**config.mk**
```make
export PLATFORM = sky130hd
export DESIGN_NAME = sync_fifo_hs
export DESIGN_NICKNAME = d
export VERILOG_FILES = /design/src/rtl/fifo_pkg.sv /design/src/rtl/sync_fifo_out_reg.sv /design/src/rtl/sync_fifo_hs.sv
export SDC_FILE = /design/constraint.sdc
export NUM_CORES = 1
export LEC_CHECK = 0
export CORE_MARGIN = 10
export CORE_UTILIZATION = 35
export DETAILED_ROUTE_END_ITERATION = 10
export GPL_ROUTABILITY_DRIVEN = 0
export PLACE_DENSITY = 0.52
export SKIP_CTS_REPAIR_TIMING = 1
export SLEW_MARGIN = 40
export SYNTH_ARGS = -nofsm -noshare
export SYNTH_HDL_FRONTEND = slang
export SYNTH_SLANG_ARGS = --single-unit
```
**constraint.sdc**
```tcl
create_clock -name clk -period 3.91 [get_ports clk]
set_clock_uncertainty 0.2 [all_clocks]
set_input_delay 1.173 -clock clk [delete_from_list [all_inputs] [get_ports clk]]
set_output_delay 1.173 -clock clk [all_outputs]
set_load 0.02 [all_outputs]
```
**src/rtl/fifo_pkg.sv**
```systemverilog
// Width helpers shared by the synchronous FIFO family.
// The pointer carries one wrap bit above the index; the count must reach DEPTH+1.
package fifo_pkg;

    function automatic int fifo_ptr_w(input int depth);
        return $clog2(depth) + 1;
    endfunction

    function automatic int fifo_cnt_w(input int depth);
        return $clog2(depth) + 2;
    endfunction

endpackage

```
**src/rtl/sync_fifo_out_reg.sv**
```systemverilog
// One-entry valid/ready pipeline register.
// It refills in the same cycle its current entry is taken.
module sync_fifo_out_reg #(
    parameter int WIDTH = 8
) (
    input  logic             clk,
    input  logic             rst,
    input  logic [WIDTH-1:0] in_data,
    input  logic             in_valid,
    output logic             in_ready,
    output logic [WIDTH-1:0] out_data,
    output logic             out_valid,
    input  logic             out_ready
);

    assign in_ready = !out_valid || out_ready;

    always_ff @(posedge clk) begin
        if (rst) begin
            out_valid <= 1'b0;
            out_data  <= '0;
        end else if (in_ready) begin
            out_valid <= in_valid;
            if (in_valid) begin
                out_data <= in_data;
            end
        end
    end

endmodule

```
**src/rtl/sync_fifo_hs.sv**
```systemverilog
// Single-clock circular FIFO with valid/ready on both sides, occupancy count,
// almost-full/almost-empty flags and an optional registered output stage.
module sync_fifo_hs
    import fifo_pkg::*;
#(
    parameter int DEPTH     = 8,
    parameter int WIDTH     = 8,
    parameter int REG_OUT   = 0,
    parameter int AF_THRESH = 6,
    parameter int AE_THRESH = 1
) (
    input  logic                         clk,
    input  logic                         rst,
    input  logic [WIDTH-1:0]             in_data,
    input  logic                         in_valid,
    output logic                         in_ready,
    output logic [WIDTH-1:0]             out_data,
    output logic                         out_valid,
    input  logic                         out_ready,
    output logic [fifo_cnt_w(DEPTH)-1:0] count,
    output logic                         almost_full,
    output logic                         almost_empty
);

    localparam int IDX_W = $clog2(DEPTH);
    localparam int PTR_W = fifo_ptr_w(DEPTH);
    localparam int CNT_W = fifo_cnt_w(DEPTH);
    localparam logic [CNT_W-1:0] AF_LVL = CNT_W'(AF_THRESH);
    localparam logic [CNT_W-1:0] AE_LVL = CNT_W'(AE_THRESH);

    logic [WIDTH-1:0] mem [DEPTH];
    logic [PTR_W-1:0] rd_ptr;
    logic [PTR_W-1:0] wr_ptr;
    logic             mem_empty;
    logic             mem_full;
    logic             push;
    logic             pop;
    logic             mem_pop;
    logic [WIDTH-1:0] head_data;

    assign mem_empty = (rd_ptr == wr_ptr);
    assign mem_full  = (rd_ptr[IDX_W-1:0] == wr_ptr[IDX_W-1:0]) &&
                       (rd_ptr[IDX_W] != wr_ptr[IDX_W]);
    assign head_data = mem[rd_ptr[IDX_W-1:0]];

    // in_ready depends on registers only, so a pop never frees room for a same-cycle push
    assign in_ready  = !mem_full;
    assign push      = in_valid && in_ready && !rst;
    assign pop       = out_valid && out_ready;

    generate
        if (REG_OUT != 0) begin : g_reg_out
            logic load_ready;

            sync_fifo_out_reg #(
                .WIDTH(WIDTH)
            ) u_out_reg (
                .clk      (clk),
                .rst      (rst),
                .in_data  (head_data),
                .in_valid (!mem_empty),
                .in_ready (load_ready),
                .out_data (out_data),
                .out_valid(out_valid),
                .out_ready(out_ready)
            );

            assign mem_pop = !mem_empty && load_ready;
        end else begin : g_comb_out
            assign out_valid = !mem_empty;
            assign out_data  = head_data;
            assign mem_pop   = pop;
        end
    endgenerate

    always_ff @(posedge clk) begin
        if (push) begin
            mem[wr_ptr[IDX_W-1:0]] <= in_data;
        end
    end

    // count tracks external handshakes only; memory-to-register moves leave it unchanged
    always_ff @(posedge clk) begin
        if (rst) begin
            rd_ptr <= '0;
            wr_ptr <= '0;
            count  <= '0;
        end else begin
            if (push) begin
                wr_ptr <= wr_ptr + 1'b1;
            end
            if (mem_pop) begin
                rd_ptr <= rd_ptr + 1'b1;
            end
            if (push && !pop) begin
                count <= count + 1'b1;
            end else if (pop && !push) begin
                count <= count - 1'b1;
            end
        end
    end

    assign almost_full  = (count >= AF_LVL);
    assign almost_empty = (count <= AE_LVL);

endmodule

```
==> metrics.csv, run 1 <==
metric,value,unit
final period utilization,95.1,%
initial DRC count,85,
area of the mapped netlist,0.00343,sq mm
Clock Path Buffers,2,
Sum Neg Setup Slack,0,ns
Initial Utilization,35.5,%
initial antenna violation count,0,
layout cells sized above 1,25.4,%
core area,0.00968,sq mm
P&R area growth vs syn,21.0,%
critical path type,flip-flop to output port,
"Async S/R FF share, synth",0,%
Critical Path AT,2.34,ns
DIE HEIGHT,119,um
CP required,2.54,ns
Syn Nets,227,
status,"complete, no violations",
Final Hold Viols,0,
Synth cell types,39,
Routed Antenna Nets,0,
Yosys warnings,0,
"commonest non-fill, non-tap cell in the layout",edfxtp_1,
FF-to-FF setup slack,1.14,ns
total grt overflow,0,
synthesized instance count,208,
Fmax,269,MHz
r2r worst-path depth,9,
peak supply drop,0.272,mV
hpwl dp,4160,um
max-slew violations,0,
Fillers,874,
Worst-Skew Late Latency,0.35,ns
first-pass GRT wire length,10800,um
post-layout min period,3.72,ns
R2R Path End,count[4],
CTS Buf Count,9,
CP endpoint,out_data[2],
leakage power,1.39,nW
"Reg clk slew, reported paths",0.08,ns
GRT Total Usage,9.89,%
DRC,0,
total number of vias,1834,
max-cap violation count,0,
Yosys reg bits,80,
Clock Sinks,80,
most frequent cells in the layout,"64 x edfxtp_1, 28 x clkdlybuf4s50_1, 18 x nor2_1",
worst-path fanout max,16,
routed len/inst,17.3,um
ANT cells,0,
total wire length,6680,um
kind of end point of the critical path,output port,
Post-synth EDFFs,64,
PwrDens,550,mW/mm^2
vias per cell,4.76,
Final setup viols,0,
I/O pins,29,
CTS tree,done,
Syn Area/Cell,16.5,sq um
startpoint types,flip-flop,
HP Class,flip-flop to flip-flop,
num rows,36,
DRT Pass-1 Iters,4,
register area share after synthesis,65.3,%
DIE AREA,0.0142,sq mm
number of global-route vias before repair,1926,
final core occ,42.9,%
Nets,267,
worst hold path cell count,2,
CTS root buf,clkbuf_8,
largest net degree at the start of global routing,17,
# H-tree levels,3,
WHS,0.349,ns
port bufs,28,
Critical R2R Launch,wr_ptr[1],
RSZ-0062 raised after global routing,no,
"Primary FF master, synth",edfxtp_1,
Die Wd,119,um
Least-Margin Pin Slew,0.537,ns
Max-slew headroom,64.1,%
==> synth_stat cells, types with 3 or more instances <==
library cell,count,area [sq um]
buf_6,3,33.8
xnor2_2,3,48.8
ha_1,7,87.6
mux2i_1,3,30.0
nand2_1,8,30.0
edfxtp_1,64,1920
inv_1,4,15.0
or3_1,4,25.0
xnor2_1,3,26.3
nor4_1,3,18.8
nor3_1,3,15.0
mux4_2,16,360
a21oi_1,6,30.0
o21ai_0,3,15.0
nand4_1,5,31.3
nor2_1,18,67.6
dfxtp_1,16,320
mux2_2,8,90.1
xor2_1,7,61.3
==> routing by layer <==
layer  global-route usage, %  share of wire, %  vias to the layer above
li1                        -                 -                      880
met1                    12.9                49                      909
met2                    15.1                46                       37
met3                    3.35               4.3                        8
met4                    3.21               1.0                        0
met5                       0                 0                        -
==> logic make-up after synthesis <==
family	count (synthesis)	share of synthesized area, %
AOI/OAI and AO/OA	13	2.95
muxes	28	14.4
buffers and inverters	15	2.48
DFF	80	65.3
xor gates and xnor gates	14	4.44
and+or+nand+nor	51	7.87
adders and majority gates	7	2.55
==> final cells by class <==
cell class | count | area [sq um] | area share, %
Sequential cell | 80 | 2240 | 53.9
Multi-Input combinational cell | 113 | 1130 | 27.1
Timing Repair Buffer | 39 | 363 | 8.73
Tap cell | 133 | 166 | 4.00
Clock buffer | 9 | 124 | 2.98
Clock inverter | 6 | 116 | 2.80
Inverter | 5 | 18.8 | 0.452
==> worst min path at each step <==
stage              start         to  slack [ns]
4_1_cts        wr_ptr[3]  wr_ptr[3]        0.35
2_1_floorplan  rd_ptr[3]  rd_ptr[3]        0.30
3_5_place_dp   wr_ptr[3]  wr_ptr[3]        0.34
6_report       wr_ptr[3]  wr_ptr[3]        0.35
5_1_grt        rd_ptr[3]  rd_ptr[3]        0.37
3_3_place_gp   wr_ptr[3]  wr_ptr[3]        0.33
==> critical path: stages, from the launching register on <==
cell and delay (ns):
dfxtp_1 0.31, buf_4 0.30, mux4_2 0.54, mux2_2 0.28
clkdlybuf4s50_1 0.55
==> state kept, by name, indices dropped and copies added (netlist names), named ones only <==
name,count
mem,64
count,5
rd_ptr,4
wr_ptr,4
==> report_power, final <==
| part | switching, W | internal, W |
|---|---|---|
| logic | 0.000263 | 0.000283 |
| registers | 0.0000555 | 0.000957 |
| clock network | 0.000304 | 0.000425 |
==> through the flow <==
stage          instance area [sq um]  setup slack, ns  total power [W]  std cells
2_1_floorplan                   3430            0.761          0.00139        208
3_3_place_gp                    3920            0.514          0.00159        370
3_5_place_dp                    3920            0.530          0.00159        370
4_1_cts                         4160            0.134          0.00232        385
5_1_grt                         4160           0.0427          0.00242        385
6_report                        4160            0.193          0.00229        385
Power figures use the tool's default switching activity.
==> inputs of run 2 (changes only) <==
- PLACE_DENSITY: 0.52 -> 0.58
==> run 2 against run 1 <==
  * First-iteration DRC count rose by 31%
  * Register-to-register slack improved by 0.02 ns
  * Die area did not move
  * Non-clock buffer count did not move
  * Core utilization barely moved
  * Hold slack improved by 0.0027 ns
  * Sequential share of layout area barely moved
  * Combinational power rose by 0.7%
  * Largest power group unchanged
  * Design area barely moved
==> metrics.csv, run 2 (synthesis gave the netlist of run 1 again) <==
metric,value,unit
max-slew violations,0,
DRT Pass-1 Iters,4,
Seq pwr share,44.4,%
max-cap violation count,0,
vias per cell,4.72,
hpwl dp,4150,um
met3 wire len,368,um
max FFs per register,64,
Finished Layout Cells,386,
DIE AREA,0.0142,sq mm
kind of end point of the critical path,output port,
GRT Total Usage,9.69,%
max incr delay on CP,0.55,ns
Net Switching,0.000618,W
DIE HEIGHT,119,um
DRC,0,
Max-slew headroom,64.8,%
Routed Antenna Nets,0,
CTS tree,done,
port bufs,28,
"Non-Filler Cell Area, Final",0.00416,sq mm
worst path bufs/invs,2,
highest metal used,met4,
PwrDens,549,mW/mm^2
Fmax,268,MHz
final period utilization,95.3,%
largest net degree at the start of global routing,17,
Final WS setup,0.182,ns
status,"complete, no violations",
total wire length,6420,um
number of global-route vias before repair,1976,
total number of vias,1820,
internal power,0.00166,W
dpl ws,0.487,ns
Nets,267,
CTS Buf Count,9,
P&R area growth vs syn,21.1,%
Least-Margin Pin Slew,0.528,ns
"commonest non-fill, non-tap cell in the layout",edfxtp_1,
met2 wire length,3120,um
core area,0.00968,sq mm
Worst-Skew Late Latency,0.34,ns
Worst path top cell family by delay,buffers and inverters,
RSZ-0062 raised after global routing,no,
# H-tree levels,3,
"Critical Path, Cell by Cell",buf_4 > mux4_2 > mux2_2 > clkdlybuf4s50_1,
worst-path fanout max,16,
Clock Path Buffers,2,
Final Hold Viols,0,
"Reg clk slew, reported paths",0.08,ns
Clock Sinks,80,
CTS root buf,clkbuf_8,
leakage power,1.39,nW
Critical Path AT,2.35,ns
routed len/inst,16.6,um
Initial Utilization,35.5,%
dpl cell area,0.00392,sq mm
initial DRC count,111,
total grt overflow,0,
Sw Share,27.1,%
HP Class,flip-flop to flip-flop,
I/O pins,29,
post-layout min period,3.73,ns
most frequent cells in the layout,"64 x edfxtp_1, 28 x clkdlybuf4s50_1, 18 x nor2_1",
critical path type,flip-flop to output port,
share of total power in the clock network,31.6,%
first-pass GRT wire length,10600,um
initial antenna violation count,1,
num rows,36,
startpoint types,flip-flop,
met1 wire length,2870,um
Sum Neg Setup Slack,0,ns
combinational group share of total power,24.1,%
Final setup viols,0,
peak supply drop,0.335,mV
Die Wd,119,um
crit path max-delay cell type,mux4_2,
placed instance count,370,
layout cells sized above 1,25.4,%
CP required,2.54,ns
## run 2: final cells by class
cell class | count | area, sq um
multi-input combinational | 113 | 1130
antenna | 1 | 2.50
tap | 133 | 166
clock buffer | 9 | 124
timing repair buffer | 39 | 363
inverter | 5 | 18.8
sequential | 80 | 2240
fill | 897 | 5530
clock inverter | 6 | 116
## run 2: metal layers
| layer | up-vias | track usage (%) |
|---|---|---|
| met5 | - | 0 |
| met4 | 0 | 2.98 |
| met3 | 4 | 4.25 |
| met2 | 37 | 15.6 |
| met1 | 902 | 11.5 |
| li1 | 877 | - |
## run 2: power groups by stage
stage,combinational (W),clock [W],sequential (W)
2_1_floorplan,0.000354,0,0.00104
3_3_place_gp,0.000557,0,0.00103
3_5_place_dp,0.000559,0,0.00103
4_1_cts,0.000563,0.000741,0.00101
5_1_grt,0.000607,0.000782,0.00102
6_report,0.000550,0.000720,0.00101
## run 2: worst reg2reg max path, cell delays in order, from the launching register on
cell	delay (ns)
dfxtp_1	0.66
xnor2_2	0.19
nand3_2	0.17
nor2_4	0.21
nor2_1	0.09
ha_1	0.27
or4b_1	0.48
a21oi_1	0.19
xnor2_1	0.14
nor2_1	0.05
## run 2: worst paths after layout
kind	from	to	slack, ns	cells past startpoint
max	flip-flop	out_data[5]	0.18	4
min	rd_ptr[3]	rd_ptr[3]	0.35	2
max reg2reg	wr_ptr[1]	count[4]	1.16	9
min reg2reg	rd_ptr[3]	rd_ptr[3]	0.35	2
## run 2: per-stage QoR
step | total power (W) | hold WS [ns] | utilization, %
after floorplan | 0.00139 | 0.303 | -
after global placement | 0.00159 | 0.327 | 40.4
after detailed placement | 0.00159 | 0.340 | 40.4
after CTS | 0.00232 | 0.353 | 42.9
after global routing | 0.00241 | 0.371 | 42.9
final | 0.00228 | 0.352 | 42.9
